<file path="config.mk">
export PLATFORM = sky130hd
export DESIGN_NAME = round_sequencer
export DESIGN_NICKNAME = d
export VERILOG_FILES = /design/src/rtl/round_sequencer_pkg.sv /design/src/rtl/round_sequencer_timer.sv /design/src/rtl/round_sequencer.sv
export SDC_FILE = /design/constraint.sdc
export NUM_CORES = 1
export LEC_CHECK = 0
export ABC_AREA = 1
export CORE_MARGIN = 4
export CORE_UTILIZATION = 50
export DETAILED_ROUTE_END_ITERATION = 10
export PLACE_DENSITY = 0.88
export SLEW_MARGIN = 20
export SYNTH_ARGS = -nofsm -noshare
export SYNTH_HDL_FRONTEND = slang
export SYNTH_SLANG_ARGS = --single-unit
export TNS_END_PERCENT = 30
</file>
<file path="constraint.sdc">
create_clock -name CLK -period 3.8 [get_ports CLK]
set_clock_uncertainty 0.05 [all_clocks]
set_input_delay 0.76 -clock CLK [delete_from_list [all_inputs] [get_ports CLK]]
set_output_delay 0.76 -clock CLK [all_outputs]
set_load 0.02 [all_outputs]
</file>
<file path="src/rtl/round_sequencer_pkg.sv">
// Shared encodings for the two-player quiz match controller: FSM states,
// verdict codes sent to the HP manager and result codes read back from it.
package round_sequencer_pkg;

   typedef enum logic [2:0] {
      S_IDLE,
      S_REQ_Q,
      S_WAIT_Q,
      S_ANSWER,
      S_VERDICT,
      S_GAP,
      S_CHECK,
      S_DONE
   } state_t;

   localparam logic [1:0] V_NONE = 2'b00;
   localparam logic [1:0] V_P1   = 2'b01;
   localparam logic [1:0] V_P2   = 2'b10;
   localparam logic [1:0] V_DRAW = 2'b11;

   localparam logic [1:0] R_RUN    = 2'b00;
   localparam logic [1:0] R_P2_WIN = 2'b01;
   localparam logic [1:0] R_P1_WIN = 2'b10;

   // The HP manager never legitimately reports both winners; treat that as running.
   function automatic logic [1:0] clean_result(input logic [1:0] r);
      case (r)
         R_P1_WIN, R_P2_WIN: return r;
         default:            return R_RUN;
      endcase
   endfunction

endpackage

</file>
<file path="src/rtl/round_sequencer_timer.sv">
// Answer-window down-counter: load, decrement while enabled, clear on round end.
module round_sequencer_timer #(
   parameter int TW = 16
) (
   input  logic          CLK,
   input  logic          RST,
   input  logic          load,
   input  logic          en,
   input  logic          clr,
   input  logic [TW-1:0] load_val,
   output logic [TW-1:0] count,
   output logic          expired
);

   always_ff @(posedge CLK or posedge RST) begin
      if (RST) begin
         count <= '0;
      end else if (clr) begin
         count <= '0;
      end else if (load) begin
         count <= load_val;
      end else if (en && (count != '0)) begin
         count <= count - TW'(1);
      end
   end

   assign expired = (count == '0);

endmodule

</file>
<file path="src/rtl/round_sequencer.sv">
// Match-level controller for the factorization quiz: question request, answer
// window with lockouts and first-correct arbitration, verdict pulse, end-of-match check.
module round_sequencer
   import round_sequencer_pkg::*;
#(
   parameter int TW         = 16,
   parameter int TIME_LIMIT = 50000,
   parameter int GAP_CYCLES = 4,
   parameter int RW         = 8
) (
   input  logic          CLK,
   input  logic          RST,
   input  logic          START,
   input  logic          Q_READY,
   input  logic          P1_VALID,
   input  logic          P1_CORRECT,
   input  logic          P2_VALID,
   input  logic          P2_CORRECT,
   input  logic [1:0]    RESULT_IN,
   output logic          NEW_Q,
   output logic [1:0]    VERDICT,
   output logic [TW-1:0] TIMER_OUT,
   output logic [RW-1:0] ROUND_CNT,
   output logic          MATCH_OVER,
   output logic [1:0]    WINNER
);

   localparam int            GW       = (GAP_CYCLES > 1) ? $clog2(GAP_CYCLES) : 1;
   localparam logic [GW-1:0] GAP_LAST = GW'(GAP_CYCLES - 1);
   localparam logic [TW-1:0] LOAD_VAL = TW'(TIME_LIMIT);

   function automatic logic [RW-1:0] sat_inc(input logic [RW-1:0] v);
      return (&v) ? v : v + RW'(1);
   endfunction

   state_t        state, state_nxt;
   logic          lock_p1, lock_p2;
   logic          p1_ok, p1_bad, p2_ok, p2_bad;
   logic [1:0]    arb;
   logic [1:0]    verdict_q;
   logic [GW-1:0] gap_cnt;
   logic [1:0]    result_clean;
   logic [TW-1:0] tmr_count;
   logic          tmr_expired;
   logic          tmr_load, tmr_en, tmr_clr;

   assign result_clean = clean_result(RESULT_IN);
   assign tmr_load     = (state == S_WAIT_Q) && Q_READY;
   assign tmr_en       = (state == S_ANSWER);
   assign tmr_clr      = (state == S_ANSWER) && (arb != V_NONE);

   round_sequencer_timer #(.TW(TW)) u_timer (
      .CLK      (CLK),
      .RST      (RST),
      .load     (tmr_load),
      .en       (tmr_en),
      .clr      (tmr_clr),
      .load_val (LOAD_VAL),
      .count    (tmr_count),
      .expired  (tmr_expired)
   );

   // A correct answer outranks a lockout draw, which outranks window expiry.
   always_comb begin
      p1_ok  = P1_VALID && !lock_p1 &&  P1_CORRECT;
      p1_bad = P1_VALID && !lock_p1 && !P1_CORRECT;
      p2_ok  = P2_VALID && !lock_p2 &&  P2_CORRECT;
      p2_bad = P2_VALID && !lock_p2 && !P2_CORRECT;
      arb    = V_NONE;
      if (p1_ok && p2_ok)                                     arb = V_DRAW;
      else if (p1_ok)                                         arb = V_P1;
      else if (p2_ok)                                         arb = V_P2;
      else if ((lock_p1 || p1_bad) && (lock_p2 || p2_bad))    arb = V_DRAW;
      else if (tmr_expired)                                   arb = V_DRAW;
   end

   always_ff @(posedge CLK or posedge RST) begin
      if (RST) state <= S_IDLE;
      else     state <= state_nxt;
   end

   always_comb begin
      state_nxt = state;
      case (state)
         S_IDLE:    if (START)   state_nxt = S_REQ_Q;
         S_REQ_Q:                state_nxt = S_WAIT_Q;
         S_WAIT_Q:  if (Q_READY) state_nxt = S_ANSWER;
         S_ANSWER:  if (arb != V_NONE) state_nxt = S_VERDICT;
         S_VERDICT:              state_nxt = S_GAP;
         S_GAP:     if (gap_cnt == GAP_LAST) state_nxt = S_CHECK;
         S_CHECK:   state_nxt = (result_clean != R_RUN) ? S_DONE : S_REQ_Q;
         S_DONE:    if (START)   state_nxt = S_REQ_Q;
         default:                state_nxt = S_IDLE;
      endcase
   end

   always_ff @(posedge CLK or posedge RST) begin
      if (RST) begin
         lock_p1   <= 1'b0;
         lock_p2   <= 1'b0;
         gap_cnt   <= '0;
         ROUND_CNT <= '0;
         WINNER    <= R_RUN;
      end else begin
         case (state)
            S_IDLE, S_DONE: if (START) begin
               ROUND_CNT <= '0;
               WINNER    <= R_RUN;
            end
            S_WAIT_Q: if (Q_READY) begin
               lock_p1 <= 1'b0;
               lock_p2 <= 1'b0;
            end
            S_ANSWER: begin
               lock_p1 <= lock_p1 || p1_bad;
               lock_p2 <= lock_p2 || p2_bad;
            end
            S_VERDICT: begin
               ROUND_CNT <= sat_inc(ROUND_CNT);
               gap_cnt   <= '0;
            end
            S_GAP:   gap_cnt <= gap_cnt + GW'(1);
            S_CHECK: if (result_clean != R_RUN) WINNER <= result_clean;
            default: ;
         endcase
      end
   end

   // Decided code is only ever observed in S_VERDICT, after it has been written.
   always_ff @(posedge CLK) begin
      if ((state == S_ANSWER) && (arb != V_NONE)) verdict_q <= arb;
   end

   assign NEW_Q      = (state == S_REQ_Q);
   assign VERDICT    = (state == S_VERDICT) ? verdict_q : V_NONE;
   assign TIMER_OUT  = (state == S_ANSWER) ? tmr_count : '0;
   assign MATCH_OVER = (state == S_DONE);

endmodule

</file>
# After elaboration in Yosys (flattened, before gate mapping)
# Cells that the tools add are included.
[op_classes]
addsub = 3
n_eq_ne = 16
n_mux = 27
reduce_logical = 34
[ops]
columns = ["cell", "count"]
rows = [
  ["$mux 16", 4],
  ["$pmux 3 s7", 1],
  ["$mux 2", 9],
  ["$logic_not 16->1", 1],
  ["$mux 8", 2],
  ["$pmux 8 s2", 1],
  ["$reduce_bool 16->1", 1],
  ["$sub 16x1->16 const B", 1],
  ["$mux 3", 5],
  ["$eq 3x3->1 const B", 4],
  ["$reduce_bool 2->1", 6],
  ["$logic_and 1x1->1", 11],
  ["$ne 2x2->1 const B", 5],
  ["$add 8x1->8 const B", 1],
  ["$pmux 2 s2", 2],
  ["$reduce_and 8->1", 1],
  ["$eq 3x2->1 const B", 2],
  ["$reduce_and 3->1", 2],
  ["$eq 2x2->1 const B", 2],
  ["$logic_not 1->1", 4],
  ["$pmux 1 s2", 2],
  ["$reduce_and 4->1", 1],
  ["$reduce_or 2->1", 2],
  ["$eq 3x1->1 const B", 1],
  ["8 further kinds", 9],
]
[totals]
regBits = 35
input_bits = 10
wordCells = 88

# Logic depth before layout (Yosys ltp)
[logic_depth]
word_depth = 12
depth_mapped = 10

# Cells and area by module
# From an unflattened synthesis, not the netlist that was laid out.
[hier_totals]
hier_cells = 400
hier_area_um2 = 2612.5
[modules_own_cells]
columns = ["mod", "n_inst", "cells_per_inst", "area_per_inst_um2"]
rows = [
  ["round_sequencer", 1, 199, 1367.6],
  ["round_sequencer_timer", 1, 201, 1244.9],
]

# Worst setup path before layout
# Ideal clock, no wire load.
[synth_timing]
path_kind = "register -> output"
start = "register state[2]"
end = "output port TIMER_OUT[10]"
arrival_ps = 1441
path_slack_ps = 1549
stages_incl_launch_ff = 6
n_path_buf = 2
path_cell_list = "dfrtp_1 > buf_4 > nor3_4 > inv_2 > buf_1 > nor2_1"
[synth_via]
elab_chain_cells = 2
[synth_lines]
columns = ["item", "line", "rtl"]
rows = [
  ["start, declared", "round_sequencer.sv:36", "state_t state, state_nxt;"],
  ["start signal, assigned", "round_sequencer.sv:79", "else state <= state_nxt;"],
  ["$eq 3x2->1", "round_sequencer.sv:136", "assign TIMER_OUT = (state == S_ANSWER) ? tmr_count : '0;"],
  ["$mux 16", "round_sequencer.sv:136", ""],
  ["end, declared", "round_sequencer.sv:22", "output logic [TW-1:0] TIMER_OUT,"],
]
# Every way passes these cells.

# Final worst setup path
[layout_timing]
start = "register state[2]"
end = "output port TIMER_OUT[15]"
# Same word-level chain as after synthesis.

==> run_results.csv <==
group,metric,value,unit
clock_tree,numCtsBuffers,5,
route,first_iter_violations,255,
clock_tree,htreeDepth,2,
power,power.total,2020,uW
setup_path,worstPathMaxFanout,19,
global_route,grt_antenna_before_repair,0,
power,p_leak,0.00132,uW
setup_path,crit_path_end_kind,"output port",
route,via_per_inst,5.28,
setup_path,cp.arrival,2160,ps
synth,post-synth-top-area-fraction,37.5,%
layout,area_delta_synth_final,26.1,%
power,powerDensity,728,nW/um^2
placed_design,gp_congestion,0.851,
route,ant_nets,0,
sta,setup_viol,0,
global_route,grt_pass1_wl,8900,um
sta,rsz0062_at_grt,"false",
sta,period_share,78.3,%
floorplan,chipHeight,74.4,um
setup_path,slowest_delay,620,ps
synth,yosys-top-cells-count,"nand2_1 (63), nor2_1 (59), inv_1 (44)",
placed_design,dpl.cell_count,395,
clock_tree,cts_setup_buffers,0,
layout,multiInputGateArea,1110,sq um
placed_design,post-dp-hpwl,3770,um
route,avgRoutedWirePerCell,13.1,um
synth,synthCells,308,
sta,fin_crit,2970,ps
synth,synth_seq_cells,35,
sta,worst_pin_slew,434,ps
synth,avgSynthCellArea,7.16,sq um
route,drc,0,
layout,drive_gt1_share,6.80,%
sta,fmax,336,MHz
layout,area.sequential,886,sq um
clock_tree,clkTransAtPathRegs,80,ps
floorplan,die-area,5540,sq um
setup_path,crit_type,"reg2out",
power,ir_drop,0.356,mV
clock_tree,hold_buffers,0,
route,wl,5260,um
clock_tree,cts_buffer_depth,2,
synth,synth_ff_type,"dfrtp_1",
route,drtPass1Iterations,5,
synth,synth_warnings,0,
clock_tree,postCtsResizedCells,0,
outcome,outcome,"finished, final reports clean",
setup_path,cp_slowest_cell,"clkdlybuf4s50_1",
synth,syn_area,2200,sq um
placed_design,io_buffers,39,
layout,num-fill-cells,343,
synth,synth-edff-count,2,
synth,synth_top_cell_by_area,"dfrtp_1",
floorplan,rows,23,
placed_design,dp_worst_setup_slack,1160,ps
synth,async_reset_ff_share,94.3,%
setup_path,crit_chain,"nor3_4 -> inv_2 -> nor2_1 -> clkdlybuf4s50_1",
synth,seq_area_frac_synth,40.2,%
sta,max-slew-margin-rel,71.1,%
clock_tree,cts_tree,"yes",
floorplan,boundaryPins,40,
layout,nNetsFinal,367,
clock_tree,cts_root_buffer,"clkbuf_8",
sta,drv_slew,0,
layout,finish.utilization,67.1,%
sta,setup_tns,0,ps
sta,hold_viol,0,
synth,yosys.cell_count.top_type,"nand2_1",
sta,setup_ws,826,ps
global_route,grt.total_usage,20.9,%
synth,synth_fp_nets,323,
synth,synth.distinct_cells,29,
setup_path,start_kind,"flop",
synth,yosys-top-cells-area,"dfrtp_1 (37%), nand2_1 (11%), nor2_1 (10%)",
layout,finalNonFillerCells,403,
floorplan,start_util,53.2,%
floorplan,fp.dieW,74.4,um
layout,antenna_cells,0,
run,maxCapViolations,0,
clock_tree,clk_latency,300,ps
global_route,grt_start_max_net_pins,34,
route,vias,2127,
min_path,hold_class,"reg2reg",
floorplan,coreArea,4140,sq um
setup_path,crit_required,2990,ps
global_route,grt.overflow.total,0,
clock_tree,cts_sinks,35,
global_route,grt_pass1_vias,1993,
==> flip-flops by register name, summed over array words and instances, names as in the netlist <==
| register | flops |
|---|---|
| ROUND_CNT | 8 |
| verdict_q | 2 |
| gap_cnt | 2 |
| WINNER | 2 |
| u_timer.count | 16 |
| lock_p2 | 1 |
| state | 3 |
| lock_p1 | 1 |
==> power breakdown <==
group / internal, uW / switching (uW)
combinational: 343 / 653
clock: 263 / 149
sequential: 495 / 121
==> cell families after synthesis <==
kind of cell / Yosys count / synth area share [%]
compound gates: 37 / 9.31
fa+ha+maj: 5 / 2.84
simple gates: 167 / 33.6
buf+inv: 52 / 9.31
xor+xnor: 12 / 4.77
flops: 35 / 40.2
==> placed cells by master, fill, tap and decap left out, drive strengths merged <==
master          n
or2             2
xor2           12
buf             1
bufinv          2
o21a            1
nand3          25
a21oi           9
inv            49
a32o            1
dfrtp          33
o31ai           1
nand4           7
clkdlybuf4s50  39
ha              5
clkbuf          6
o21ai          21
nand2          66
nor2           60
edfxtp          2
o21bai          1
o22ai           3
nor3            7
==> critical path, delay by kind of cell (launching register included) <==
family        cells  cell delay, ps
buf+inv           2             840
simple gates      2             510
flops             1             500
==> worst paths after layout <==
path,from,endpoint,slack [ps],cells after the start
min,WINNER[0],WINNER[0],450,2
min in group asynchronous,RST,ROUND_CNT[2],810,3
max reg2reg,u_timer.count[0],u_timer.count[2],2000,9
max in group asynchronous,RST,u_timer.count[4],2580,3
max,state[2],TIMER_OUT[15],830,4
min reg2reg,WINNER[0],WINNER[0],450,2
==> per-layer routing <==
metal  up-vias  GRT usage (%)  part of all wire [%]
met5         -              0                     0
met4         0           8.30                   1.5
li1       1065              -                     -
met2        69           34.4                    49
met3         7           4.19                   5.1
met1       986           26.8                    44
==> through the flow <==
stage	cell area, sq um	hold WS, ps
6_report	2780	452
3_3_place_gp	2650	421
3_5_place_dp	2650	434
5_1_grt	2780	494
2_1_floorplan	2200	415
4_1_cts	2780	454
==> cell type report <==
class / count / area share, %
Clock buffer: 6 / 2.61
Clock inverter: 2 / 2.16
Inverter: 49 / 6.71
Multi-Input combinational cell: 221 / 40.1
Sequential cell: 35 / 31.9
Tap cell: 50 / 2.25
Timing Repair Buffer: 40 / 14.3
No activity file was read; power rests on OpenSTA's default activity.
